<file path="src/rtl/conv_pkg.sv">
// Shared conv datapath definitions: default widths and the parallel row type
// that the systolic array output path hands to downstream stages.
package conv_pkg;

  localparam int DEFAULT_OFMAP_WIDTH = 32;
  localparam int DEFAULT_ARRAY_WIDTH = 3;
  localparam int DEFAULT_FIFO_DEPTH  = 4;

  typedef logic [DEFAULT_OFMAP_WIDTH*DEFAULT_ARRAY_WIDTH-1:0] row_t;

  // Width of a lane index; a single-lane row still needs one select bit.
  function automatic int sel_bits(input int lanes);
    return (lanes > 1) ? $clog2(lanes) : 1;
  endfunction

endpackage

</file>
<file path="src/rtl/ofmap_row_fifo.sv">
// Small synchronous row FIFO with a combinationally visible head entry, so the
// serializer can mux lanes out of the head row without a read-latency cycle.
module ofmap_row_fifo
  import conv_pkg::*;
#(
  parameter int WIDTH     = DEFAULT_OFMAP_WIDTH * DEFAULT_ARRAY_WIDTH,
  parameter int DEPTH     = DEFAULT_FIFO_DEPTH,
  parameter int CNT_WIDTH = $clog2(DEPTH) + 1
) (
  input  logic                 clk,
  input  logic                 rst_n,
  input  logic                 wr_en,
  input  logic [WIDTH-1:0]     wr_dat,
  input  logic                 rd_en,
  output logic [WIDTH-1:0]     head,
  output logic [CNT_WIDTH-1:0] count,
  output logic                 full,
  output logic                 empty
);

  localparam int PTR_W = $clog2(DEPTH);

  logic [WIDTH-1:0]     mem [DEPTH];
  logic [PTR_W-1:0]     wr_ptr_reg;
  logic [PTR_W-1:0]     rd_ptr_reg;
  logic [CNT_WIDTH-1:0] count_reg;
  logic [CNT_WIDTH-1:0] count_next;
  logic                 push;
  logic                 pop;

  assign full  = (count_reg == CNT_WIDTH'(DEPTH));
  assign empty = (count_reg == '0);
  assign count = count_reg;
  assign head  = mem[rd_ptr_reg];

  // Full blocks a push even when the head row drains on the same edge.
  assign push = wr_en && !full;
  assign pop  = rd_en && !empty;

  always_comb begin
    count_next = count_reg;
    case ({push, pop})
      2'b10:   count_next = count_reg + 1'b1;
      2'b01:   count_next = count_reg - 1'b1;
      default: count_next = count_reg;
    endcase
  end

  always_ff @(posedge clk or negedge rst_n) begin
    if (!rst_n) begin
      wr_ptr_reg <= '0;
      rd_ptr_reg <= '0;
      count_reg  <= '0;
    end else begin
      if (push) wr_ptr_reg <= wr_ptr_reg + 1'b1;
      if (pop)  rd_ptr_reg <= rd_ptr_reg + 1'b1;
      count_reg <= count_next;
    end
  end

  // Storage needs no reset: nothing is visible until count says so.
  always_ff @(posedge clk) begin
    if (push) mem[wr_ptr_reg] <= wr_dat;
  end

endmodule

</file>
<file path="src/rtl/ofmap_serializer.sv">
// Buffers parallel output-pixel rows and streams them lane 0 first, one word
// per cycle, onto the ofmap valid/ready interface.
module ofmap_serializer
  import conv_pkg::*;
#(
  parameter int OFMAP_WIDTH = DEFAULT_OFMAP_WIDTH,
  parameter int ARRAY_WIDTH = DEFAULT_ARRAY_WIDTH,
  parameter int FIFO_DEPTH  = DEFAULT_FIFO_DEPTH,
  parameter int CNT_WIDTH   = $clog2(FIFO_DEPTH) + 1
) (
  input  logic                               clk,
  input  logic                               rst_n,
  input  logic [OFMAP_WIDTH*ARRAY_WIDTH-1:0] row_dat,
  input  logic                               row_vld,
  output logic                               row_rdy,
  output logic [OFMAP_WIDTH-1:0]             ofmap_dat,
  output logic                               ofmap_vld,
  input  logic                               ofmap_rdy,
  output logic [CNT_WIDTH-1:0]               row_count,
  output logic [31:0]                        words_sent
);

  localparam int ROW_W = OFMAP_WIDTH * ARRAY_WIDTH;
  localparam int SEL_W = sel_bits(ARRAY_WIDTH);

  logic [ROW_W-1:0]       head_row;
  logic                   fifo_full;
  logic                   fifo_empty;
  logic [OFMAP_WIDTH-1:0] lanes [ARRAY_WIDTH];
  logic [SEL_W-1:0]       sel_reg;
  logic [SEL_W-1:0]       sel_next;
  logic [31:0]            words_sent_reg;
  logic                   xfer;
  logic                   last_lane;

  ofmap_row_fifo #(
    .WIDTH     (ROW_W),
    .DEPTH     (FIFO_DEPTH),
    .CNT_WIDTH (CNT_WIDTH)
  ) u_row_fifo (
    .clk    (clk),
    .rst_n  (rst_n),
    .wr_en  (row_vld),
    .wr_dat (row_dat),
    .rd_en  (xfer && last_lane),
    .head   (head_row),
    .count  (row_count),
    .full   (fifo_full),
    .empty  (fifo_empty)
  );

  generate
    for (genvar gi = 0; gi < ARRAY_WIDTH; gi++) begin : g_lane
      assign lanes[gi] = head_row[gi*OFMAP_WIDTH +: OFMAP_WIDTH];
    end
  endgenerate

  // Both handshake flags come from FIFO occupancy only, so ofmap_rdy never
  // reaches row_rdy combinationally.
  assign row_rdy   = !fifo_full;
  assign ofmap_vld = !fifo_empty;
  assign xfer      = ofmap_vld && ofmap_rdy;
  assign last_lane = (sel_reg == SEL_W'(ARRAY_WIDTH - 1));
  assign ofmap_dat = ofmap_vld ? lanes[sel_reg] : '0;
  assign words_sent = words_sent_reg;

  always_comb begin
    sel_next = sel_reg;
    if (xfer) begin
      sel_next = last_lane ? '0 : sel_reg + 1'b1;
    end
  end

  always_ff @(posedge clk or negedge rst_n) begin
    if (!rst_n) begin
      sel_reg        <= '0;
      words_sent_reg <= '0;
    end else begin
      sel_reg <= sel_next;
      if (xfer) words_sent_reg <= words_sent_reg + 1'b1;
    end
  end

endmodule

</file>
<file path="config.mk">
export PLATFORM = sky130hd
export DESIGN_NAME = ofmap_serializer
export DESIGN_NICKNAME = d
export VERILOG_FILES = /design/src/rtl/conv_pkg.sv /design/src/rtl/ofmap_row_fifo.sv /design/src/rtl/ofmap_serializer.sv
export SDC_FILE = /design/constraint.sdc
export NUM_CORES = 1
export LEC_CHECK = 0
export CORE_MARGIN = 10
export CORE_UTILIZATION = 50
export CTS_CLUSTER_DIAMETER = 60
export DETAILED_ROUTE_END_ITERATION = 7
export PLACE_DENSITY = 0.72
export SYNTH_ARGS = -nofsm -noshare
export SYNTH_HDL_FRONTEND = slang
export SYNTH_HIERARCHICAL = 1
export SYNTH_SLANG_ARGS = --single-unit
</file>
<file path="constraint.sdc">
create_clock -name clk -period 4.5 [get_ports clk]
set_clock_uncertainty 0.2 [all_clocks]
set_input_delay 1.125 -clock clk [delete_from_list [all_inputs] [get_ports clk]]
set_output_delay 1.125 -clock clk [all_outputs]
set_load 0.005 [all_outputs]
</file>
Word-level counts from Yosys, hierarchy flattened --
Memories as Yosys holds them, arrays and structs flattened. Cells that the tools add are included.
Cells by class: magnitude comparators 1, eq/ne operators 4, add/sub/neg operators 6, bitwise gates (word level) 1, reduce and logical (&&, ||, !) cells 8, multiplexer cells 8
Operator list (count):
- 2-to-1 mux 32 bit | 3
- binary-select mux 32 bit (select 2 bit) | 1
- adder 32 x 1 -> 32 bit (second input constant) | 1
- adder 2 x 1 -> 2 bit (second input constant) | 3
- one-hot mux 3 bit (2 select lines) | 1
- == test 2 bit (second input constant) | 2
- logical AND 1 bit | 4
- adder 3 x 1 -> 3 bit (second input constant) | 1
- == test 3 bit (second input constant) | 1
- >= comparator 3 bit (second input constant) | 1
- logical NOT 3 bit | 1
- inverter 2 -> 3 bit | 1
- subtractor 3 x 1 -> 3 bit (second input constant) | 1
- == test 2 x 1 -> 1 bit (second input constant) | 1
- logical NOT 1 bit | 2
- 2-to-1 mux 1 bit | 2
- 2-to-1 mux 2 bit | 1
- nonzero test 2 bit | 1
Word-level totals: bits of input ports 100, RAM bits 384, memories kept 1, register bits 41, word-level logic and storage cells 34, output and inout bits 69
Memory list:
- u_row_fifo.mem | depth 4, bits a word 96, rd ports 1, clocked after memory_dff 0, write ports 1, line ofmap_row_fifo.sv:23 | logic [WIDTH-1:0] mem [DEPTH];

Logic depth before layout (Yosys ltp) --
Gate-level depths: netlist of run 1.
depth in word-level cells 7, gate-level depth with buffers 12, gate-level depth less buffers 11

Cells and area by module --
Netlist of run 1, hierarchy kept.
By module, submodules not included:
- ofmap_row_fifo | area an instance 14247.4 um2, cells an instance 539, instances 1, sequential area each 11706.2 um2
- ofmap_serializer | area an instance 2398.6 um2, cells an instance 291, instances 1, sequential area each 850.8 um2

Worst setup path after synthesis of run 1 --
OpenSTA, ideal clock, no wires.
path type input-to-reg, start in row_vld, end mem u_row_fifo/mem[2][0] in the netlist's numbering (enable), path slack 0.115 ns, path buffers 0, library setup time 0.466 ns, stages 2, required time 3.834 ns, arrival time 3.719 ns, path through nor2b_1 > and2_1
Between the ends: longest elaborated chain between the ends 3
RTL lines:
- from (decl) | line ofmap_serializer.sv:14 | input logic row_vld,
- logical AND 1 bit | line ofmap_row_fifo.sv:37 | assign push = wr_en && !full;
- 2-to-1 mux 1 bit | line ofmap_row_fifo.sv:63 | if (push) mem[wr_ptr_reg] <= wr_dat;
- 2-to-1 mux 1 bit (not written as such) | line ofmap_row_fifo.sv:63
- to (decl) | line ofmap_row_fifo.sv:23
No other way between the ends.

Worst setup path in the final report of run 1 --
start reg u_row_fifo.rd_ptr_reg[0], end out ofmap_dat[15]
Between the ends: longest elaborated chain between the ends 5
RTL lines:
- from (decl) | line ofmap_row_fifo.sv:25 | logic [PTR_W-1:0] rd_ptr_reg;
- from (signal assigned) | line ofmap_row_fifo.sv:56 | if (pop) rd_ptr_reg <= rd_ptr_reg + 1'b1;
- memory read (4 x 96 bit)
- named net head_row[15] | line ofmap_serializer.sv:26 | logic [ROW_W-1:0] head_row;
- binary-select mux 32 bit (select 2 bit) | line ofmap_serializer.sv:64 | assign ofmap_dat = ofmap_vld ? lanes[sel_reg] : '0;
- 2-to-1 mux 32 bit (not written as such) (2 in series) | line ofmap_serializer.sv:64
- 2-to-1 mux 32 bit | line ofmap_serializer.sv:64
- to (decl) | line ofmap_serializer.sv:16 | output logic [OFMAP_WIDTH-1:0] ofmap_dat,
The timed path passes the listed nets, and every way through them passes these cells. The select of a mux whose other input is x is not followed.

==> tab_implementation.tex, run 1 <==
\begin{tabular}{lr}
\hline
Metric & Value \\
\hline
\multicolumn{2}{l}{\textbf{Status}} \\
\quad Run status & complete, no violations \\
\multicolumn{2}{l}{\textbf{Global route}} \\
\quad Total routing usage reported by global routing & 0.1652 \\
\quad Initial antenna violation count & 5 \\
\quad Leftover overflow at the end of global routing & 0 \\
\quad Number of global-route vias before repair & $\sim$9000 \\
\quad Global-route wire length before repair & between 50000 and 60000 um \\
\quad Largest net degree at the start of global routing & 58 \\
\multicolumn{2}{l}{\textbf{Die}} \\
\quad Starting density of the core & 0.5090 \\
\quad Area of the core region & around 33000 sq um \\
\quad IO Pins & between 150 and 200 \\
\quad Row Count & 66 \\
\quad Die Y-Extent & 202.5 um \\
\quad Die Outline Area & 40990 sq um \\
\quad Die width & 202.5 um \\
\multicolumn{2}{l}{\textbf{CTS}} \\
\quad Clock latency at the later pin of the worst-skew pair & about 0.53 ns \\
\quad CTS Root Cell & clkbuf\_16 \\
\quad Clock sink total & roughly 430 \\
\quad Clock Path Buffers & 3 \\
\quad Clock transition at the registers of the reported paths & roughly 0.06 ns \\
\quad Clock buffers created by TritonCTS & 44 \\
\quad Count of buffers added by post-CTS timing repair for setup & 0 \\
\quad Number of H-tree levels & 2 \\
\quad Post-cts hold buffer count & 0 \\
\quad Post-CTS Resized & 0 \\
\quad Clock tree from TritonCTS & done \\
\multicolumn{2}{l}{\textbf{Worst setup path}} \\
\quad Kind of critical path & reg2out \\
\quad Data required, critical path & 3.17 ns \\
\quad Cell repeated most along the worst path & nor2\_1 \\
\quad Terminus of the critical flop-to-flop path & u\_row\_fifo/count[2] \\
\quad R2R cell count & 12 \\
\quad Worst reg2reg startpoint & u\_row\_fifo/count[0] \\
\quad Max stage delay on crit path & 0.55 ns \\
\quad Crit path arrival time & between 2 and 3 ns \\
\quad Sort of element at the start of the critical path & flop \\
\quad Slowest cell on the critical path & mux4\_2 \\
\quad Critical path, cell by cell & buf\_12 -> mux4\_2 -> mux2i\_1 -> nor2\_1 -> a21oi\_1 -> nor2\_1 -> clkdlybuf4s50\_1 \\
\quad Flop2flop setup slack & 1.53 ns \\
\quad Kind of end point of the critical path & output pin \\
\quad Largest fanout on the critical path & 34 \\
\multicolumn{2}{l}{\textbf{Synthesis}} \\
\quad Synth cell types & 37 \\
\quad Synthesized netlist net count & between 900 and 1000 \\
\quad Post-Synthesis Cell Area & 16650 sq um \\
\quad Share of synthesized area occupied by flip-flops and latches & 0.7544 \\
\quad Number of storage elements in the synthesis netlist & roughly 430 \\
\quad Number of synthesis warnings & 6 \\
\quad Primary FF master, synth & edfxtp\_1 \\
\quad Avg Synthesized Cell Area & 20.06 sq um \\
\quad Fraction of registers with async set/reset & 0.09647 \\
\quad Number of synthesized flops with an enable pin & 384 \\
\quad Syn Inst Count & 830 \\
\multicolumn{2}{l}{\textbf{STA}} \\
\quad Final Cycle Share & 0.9386 \\
\quad Final Hold Viols & 0 \\
\quad RSZ-0062 raised after global routing & no \\
\quad Slew at the pin with the worst max-slew slack & between 0.9 and 1 ns \\
\quad Maximum clock rate & 236.8 MHz \\
\quad Min Tclk post-route & roughly 4.2 ns \\
\quad Slew Viols, Final & 0 \\
\quad Slew margin rel. & 0.3755 \\
\quad Final setup vio count & 0 \\
\quad Setup\_tns & 0 ns \\
\multicolumn{2}{l}{\textbf{Detailed routing}} \\
\quad Drt pass-1 iters & 7 \\
\quad Via count normalized by instance count & 5.522 \\
\quad Total number of vias & about 8300 \\
\quad 1st-iter DRT viols & between 400 and 500 \\
\quad Final Routed Wirelength & 33720 um \\
\quad Post-route antenna net violation count & 0 \\
\quad Average wire length per cell after detail routing & between 20 and 25 um \\
\quad DRC errors left & 0 \\
\multicolumn{2}{l}{\textbf{Power and ir drop}} \\
\quad Leakage power summed over all cells & about 7 nW \\
\quad Power density of the placed cells & $\sim$630 nW/um\^{}2 \\
\quad Worst vdd ir & 0.0004254 V \\
\quad Overall power & $\sim$13 mW \\
\multicolumn{2}{l}{\textbf{Cells and area}} \\
\quad Layout cells sized above 1 & 0.1774 \\
\quad Synth-to-Final Area Change & 21.79\% \\
\quad Largest register FFs & $\sim$380 \\
\quad Final Net Count & between 1000 and 1500 \\
\multicolumn{2}{l}{\textbf{Worst hold path}} \\
\quad Min-Delay Endpoint & words\_sent[31] \\
\quad Kind of path behind the tightest hold check & reg2reg \\
\quad Worst hold path startpoint & words\_sent[31] \\
\quad Cell depth of the worst hold path & 1 \\
\multicolumn{2}{l}{\textbf{Placed design}} \\
\quad Placer's final routability congestion estimate & 0.7731 \\
\quad Buffers on Ports & about 170 \\
\quad Post-DP HPWL & 20670 um \\
\multicolumn{2}{l}{\textbf{Flow run}} \\
\quad Max capacitance violation total & 0 \\
\hline
\end{tabular}
## layout by cell type (no fill, tap or decap), types with 8 or more instances in the layout
| cell | Yosys | final |
|---|---|---|
| edfxtp_1 | 384 | 384 |
| clkdlybuf4s50_1 | 0 | 167 |
| mux4_2 | 96 | 96 |
| nor2_1 | 68 | 68 |
| clkbuf_16 | 0 | 46 |
| dfrtp_1 | 41 | 37 |
| mux2i_1 | 33 | 33 |
| a21oi_1 | 32 | 32 |
| xnor2_1 | 21 | 21 |
| xor2_1 | 16 | 16 |
| nand2_1 | 15 | 15 |
| inv_1 | 13 | 13 |
| clkinv_1 | 0 | 13 |
| buf_12 | 1 | 11 |
| clkbuf_1 | 17 | 10 |
| nor3_1 | 10 | 9 |
| nand4_1 | 9 | 9 |
| buf_4 | 1 | 9 |
| nand3_1 | 8 | 8 |
## worst max path at each step
stage | from | end | slack, ns
after global placement | u_row_fifo/rd_ptr_reg[0] | ofmap_dat[11] | 0.82
after floorplan | row_vld | u_row_fifo/mem[2][0] | 0.12
after CTS | u_row_fifo/rd_ptr_reg[0] | ofmap_dat[15] | 0.22
final | u_row_fifo/rd_ptr_reg[0] | ofmap_dat[15] | 0.28
after global routing | u_row_fifo/rd_ptr_reg[0] | ofmap_dat[15] | 0.08
after detailed placement | u_row_fifo/rd_ptr_reg[0] | ofmap_dat[15] | 0.80
## final cells by class
| type | count | area [sq um] |
|---|---|---|
| diodes | 3 | 7.507 |
| clock buffers | 56 | 1189 |
| clock inverters | 21 | 103.9 |
| fillers | 2338 | 12430 |
| inverters | 13 | 48.80 |
| multi-input cells | 351 | 3840 |
| flip-flops and latches | 425 | 12570 |
| well taps | 442 | 553.0 |
| repair buffers | 188 | 1964 |
## worst max-delay path: cells and delay by family (launching register included)
family          cells  cell delay, ns
simple gates        2            0.15
compound gates      1            0.15
mux                 2            0.72
buf+inv             2            0.79
flops               1            0.53
## metal layers
metal | vias to the layer above | part of all wire | track usage
li1 | 3708 | - | -
met4 | 4 | 0.018 | 0.04157
met5 | - | 0.00080 | 0
met1 | 4300 | 0.42 | 0.2131
met2 | 217 | 0.50 | 0.2788
met3 | 49 | 0.058 | 0.03773
## kinds of logic (layout without fill, tap and decap cells)
group           count (synthesis)  count (layout)  synth area share
xor+xnor                       37              37           0.01947
fa+ha+maj                       7               7          0.005712
flops                         425             425            0.7544
other cells                     0               3                 0
buf+inv                        54             278           0.01631
simple gates                  142             142           0.04284
mux                           130             130            0.1504
compound gates                 35              35           0.01090
## synthesized netlist by cell type, drive strengths merged, types with 2 or more instances
master	number	area [sq um]
a21oi	32	160.2
and2	10	62.56
and3	7	45.05
and3b	2	17.52
and4	3	26.28
buf	24	158.9
clkbuf	17	63.81
dfrtp	41	1026
edfxtp	384	11530
ha	6	75.07
inv	13	48.80
mux2i	33	330.3
mux4	96	2162
nand2	15	56.30
nand3	8	40.04
nand4	10	77.57
nor2	68	255.2
nor2b	3	18.77
nor3	11	60.06
nor3b	2	15.01
nor4	2	27.53
xnor2	21	183.9
xor2	16	140.1
## power by group
part	internal, mW	switching, mW
Combinational	2.09	1.92
Sequential	5.16	0.353
Clock	1.86	1.39
## per-stage QoR
stage	worst slack (ns)	util	area [sq um]	instances	hold slack, ns
after global routing	0.08467	0.6198	20270	1497	0.2906
after CTS	0.2245	0.6197	20270	1496	0.2748
after detailed placement	0.8009	0.5802	18970	1419	0.2672
final	0.2764	0.6199	20270	1499	0.2778
after floorplan	0.1151	-	16650	830	0.2647
after global placement	0.8179	0.5802	18970	1419	0.2650
Note: power is estimated with default switching activity, not from simulation.
==> run 2: changes to the inputs <==
--- a/config.mk
+++ b/config.mk
@@ -9,7 +9,8 @@
 export CORE_UTILIZATION = 50
 export CTS_CLUSTER_DIAMETER = 60
 export DETAILED_ROUTE_END_ITERATION = 7
-export PLACE_DENSITY = 0.72
+export DONT_BUFFER_PORTS = 1
+export HOLD_SLACK_MARGIN = 0.08
 export SYNTH_ARGS = -nofsm -noshare
 export SYNTH_HDL_FRONTEND = slang
 export SYNTH_HIERARCHICAL = 1
==> run 2 against run 1 <==
Global-route usage is 0.24 points lower. Clock-buffer cell count increased by 5. Non-clock buffer count fell by 170. Routed wire length shrank 1.5%. Largest power group unchanged. Highest routed layer is now met4.
==> tab_implementation.tex, run 2 (synthesis results as in run 1) <==
\begin{tabular}{lr}
\hline
Metric & Value \\
\hline
\multicolumn{2}{l}{\textbf{Worst setup path}} \\
\quad Slowest cell on the critical path & dfrtp\_4 \\
\quad Max stage delay on crit path & 0.64 ns (+0.09 ns) \\
\quad Crit path arrival time & 2.65 ns (-0.25 ns) \\
\quad Cell repeated most along the worst path & nor2\_1 \\
\quad R2R cell count & 4 (-8) \\
\quad Largest fanout on the critical path & 42 (+24\%) \\
\quad Kind of end point of the critical path & output pin \\
\quad Sort of element at the start of the critical path & flop \\
\quad Worst reg2reg startpoint & u\_row\_fifo/count[2] \\
\quad Data required, critical path & 3.17 ns (about the same) \\
\quad Terminus of the critical flop-to-flop path & u\_row\_fifo/mem[0][81] \\
\quad Kind of critical path & reg2out \\
\quad Flop2flop setup slack & 1.68 ns (+0.15 ns) \\
\quad Critical path, cell by cell & buf\_12 -> mux4\_2 -> mux2i\_1 -> nor2\_1 -> a21oi\_1 -> nor2\_1 \\
\multicolumn{2}{l}{\textbf{Cells and area}} \\
\quad Largest register FFs & 384 (unchanged) \\
\quad Final Net Count & 960 (-15\%) \\
\quad ANT cells & 0 (-3) \\
\quad Most common cell after layout, fill and taps aside & edfxtp\_1 \\
\quad Layout cells sized above 1 & 0.2068 (+0.02936) \\
\quad Synth-to-Final Area Change & 11.13\% \\
\quad Most frequent cells in the layout & edfxtp\_1 (384), mux4\_2 (96), nor2\_1 (68) \\
\multicolumn{2}{l}{\textbf{Die}} \\
\quad Starting density of the core & 0.5090 (unchanged) \\
\quad Area of the core region & 32700 sq um (unchanged) \\
\quad IO Pins & 169 (unchanged) \\
\quad Die Outline Area & 40990 sq um (unchanged) \\
\quad Die width & 202.5 um (unchanged) \\
\quad Row Count & 66 (unchanged) \\
\quad Die Y-Extent & 202.5 um (unchanged) \\
\multicolumn{2}{l}{\textbf{Power and ir drop}} \\
\quad Leakage power summed over all cells & 6.199 nW (-9.9\%) \\
\quad Switching power summed over all nets & 3.488 mW (-4.7\%) \\
\quad Worst vdd ir & 0.0003289 V (-23\%) \\
\quad Pint & 8.392 mW (-7.8\%) \\
\quad Portion of total power attributed to combinational logic & 0.270 (-0.044) \\
\quad Power share of the sequential group & 0.461 (+0.029) \\
\quad Clock Power Share & 0.269 (+0.014) \\
\quad Proportion of total power due to net switching & 0.2936 (+0.006762) \\
\quad Power density of the placed cells & 642.2 nW/um\^{}2 (+2.0\%) \\
\multicolumn{2}{l}{\textbf{CTS}} \\
\quad Post-cts hold buffer count & 1 (+1) \\
\quad Clock sink total & 425 (unchanged) \\
\quad Clock buffers created by TritonCTS & 44 (unchanged) \\
\quad Post-CTS Resized & 0 (unchanged) \\
\quad Count of buffers added by post-CTS timing repair for setup & 0 (unchanged) \\
\quad Clock latency at the later pin of the worst-skew pair & 0.53 ns (about the same) \\
\quad Clock tree from TritonCTS & done \\
\quad CTS Root Cell & clkbuf\_16 \\
\quad Clock transition at the registers of the reported paths & 0.05 ns (about the same) \\
\quad Clock Path Buffers & 3 (unchanged) \\
\quad Number of H-tree levels & 2 (unchanged) \\
\multicolumn{2}{l}{\textbf{Detailed routing}} \\
\quad 1st-iter DRT viols & 387 (-12\%) \\
\quad Average wire length per cell after detail routing & 25.03 um (+11\%) \\
\quad DRC errors left & 0 (unchanged) \\
\quad Total number of vias & 7681 (-7.2\%) \\
\quad Drt pass-1 iters & 4 (-3) \\
\quad Post-route antenna net violation count & 0 (unchanged) \\
\quad Final Routed Wirelength & 33210 um (-1.5\%) \\
\quad Via count normalized by instance count & 5.788 (+4.8\%) \\
\multicolumn{2}{l}{\textbf{Global route}} \\
\quad Largest net degree at the start of global routing & 43 (-26\%) \\
\quad Leftover overflow at the end of global routing & 0 (unchanged) \\
\quad Global-route wire length before repair & 51460 um (-2.4\%) \\
\quad Number of global-route vias before repair & 8517 (-5.2\%) \\
\quad Total routing usage reported by global routing & 0.1628 (-0.002380) \\
\quad Initial antenna violation count & 0 (-5) \\
\multicolumn{2}{l}{\textbf{STA}} \\
\quad Final setup vio count & 0 (unchanged) \\
\quad Final Cycle Share & 0.8822 (-0.05635) \\
\quad Min Tclk post-route & 3.970 ns (-0.2536 ns) \\
\quad Setup\_tns & 0 ns (unchanged) \\
\quad Slew Viols, Final & 0 (unchanged) \\
\quad Slew at the pin with the worst max-slew slack & 0.8396 ns (-0.09719 ns) \\
\quad Maximum clock rate & 251.9 MHz (+6.4\%) \\
\quad Slew margin rel. & 0.4351 (+0.05963) \\
\quad Final Hold Viols & 0 (unchanged) \\
\quad RSZ-0062 raised after global routing & no \\
\quad Slack of the critical path & 0.5300 ns (+0.2536 ns) \\
\multicolumn{2}{l}{\textbf{Placed design}} \\
\quad Post-DP HPWL & 20020 um (-3.1\%) \\
\quad Placer's final routability congestion estimate & 0.7790 (+0.76\%) \\
\quad Minimum setup slack after placement & 1.019 ns (+0.2177 ns) \\
\quad Buffers on Ports & 0 (-100\%) \\
\multicolumn{2}{l}{\textbf{Worst hold path}} \\
\quad Kind of path behind the tightest hold check & in2async \\
\multicolumn{2}{l}{\textbf{Flow run}} \\
\quad Max capacitance violation total & 0 (unchanged) \\
\multicolumn{2}{l}{\textbf{Status}} \\
\quad Run status & complete, no violations \\
\hline
\end{tabular}
run 2: layout make-up:
cell class              count  area, sq um
clock buffers              61         1165
clock inverters            17        90.09
well taps                 442        553.0
inverters                  13        48.80
flip-flops and latches    425        12570
repair buffers             18        235.2
fillers                  2479        14200
multi-input cells         351         3840
run 2: critical path: cells and delay by family, from the launching register on:
| family | cells | cell delay (ns) |
|---|---|---|
| buffers and inverters | 1 | 0.34 |
| muxes | 2 | 0.74 |
| and+or+nand+nor | 2 | 0.15 |
| AOI/OAI and AO/OA | 1 | 0.15 |
| DFF | 1 | 0.64 |
run 2: worst max path at each step:
stage                             startpoint              endpoint  slack [ns]  depth (start not counted)
global route        u_row_fifo/rd_ptr_reg[0]         ofmap_dat[10]        0.30                          6
floorplan                            row_vld  u_row_fifo/mem[2][0]        0.12                          2
global placement    u_row_fifo/rd_ptr_reg[0]         ofmap_dat[15]        1.02                          6
CTS                 u_row_fifo/rd_ptr_reg[0]         ofmap_dat[10]        0.42                          6
detailed placement  u_row_fifo/rd_ptr_reg[0]         ofmap_dat[10]        1.02                          6
finish              u_row_fifo/rd_ptr_reg[0]         ofmap_dat[13]        0.53                          6
run 2: metrics by stage:
| stage | cell area [sq um] | util | power, mW | std cells | hold WS (ns) |
|---|---|---|---|---|---|
| 5_1_grt | 18500 | 0.5657 | 12.55 | 1327 | 0.2275 |
| 2_1_floorplan | 16650 | - | 7.977 | 830 | 0.2647 |
| 3_5_place_dp | 17220 | 0.5267 | 8.886 | 1248 | 0.3107 |
| 4_1_cts | 18500 | 0.5657 | 12.10 | 1327 | 0.2116 |
| 3_3_place_gp | 17220 | 0.5267 | 8.787 | 1248 | 0.3018 |
| 6_report | 18500 | 0.5657 | 11.88 | 1327 | 0.2420 |
run 2: layer usage:
layer	GRT usage	vias up	share of wire
li1	-	3360	-
met1	0.1891	4080	0.39
met2	0.2809	194	0.51
met3	0.05668	47	0.081
met4	0.04636	0	0.021
met5	0	-	0
run 2: power by group through the flow:
| stage | Combinational, mW | Sequential [mW] | Clock [mW] |
|---|---|---|---|
| after floorplan | 2.54 | 5.44 | 0 |
| after global placement | 3.27 | 5.52 | 0 |
| after detailed placement | 3.31 | 5.57 | 0 |
| after CTS | 3.33 | 5.50 | 3.28 |
| after global routing | 3.55 | 5.55 | 3.45 |
| final | 3.21 | 5.48 | 3.19 |
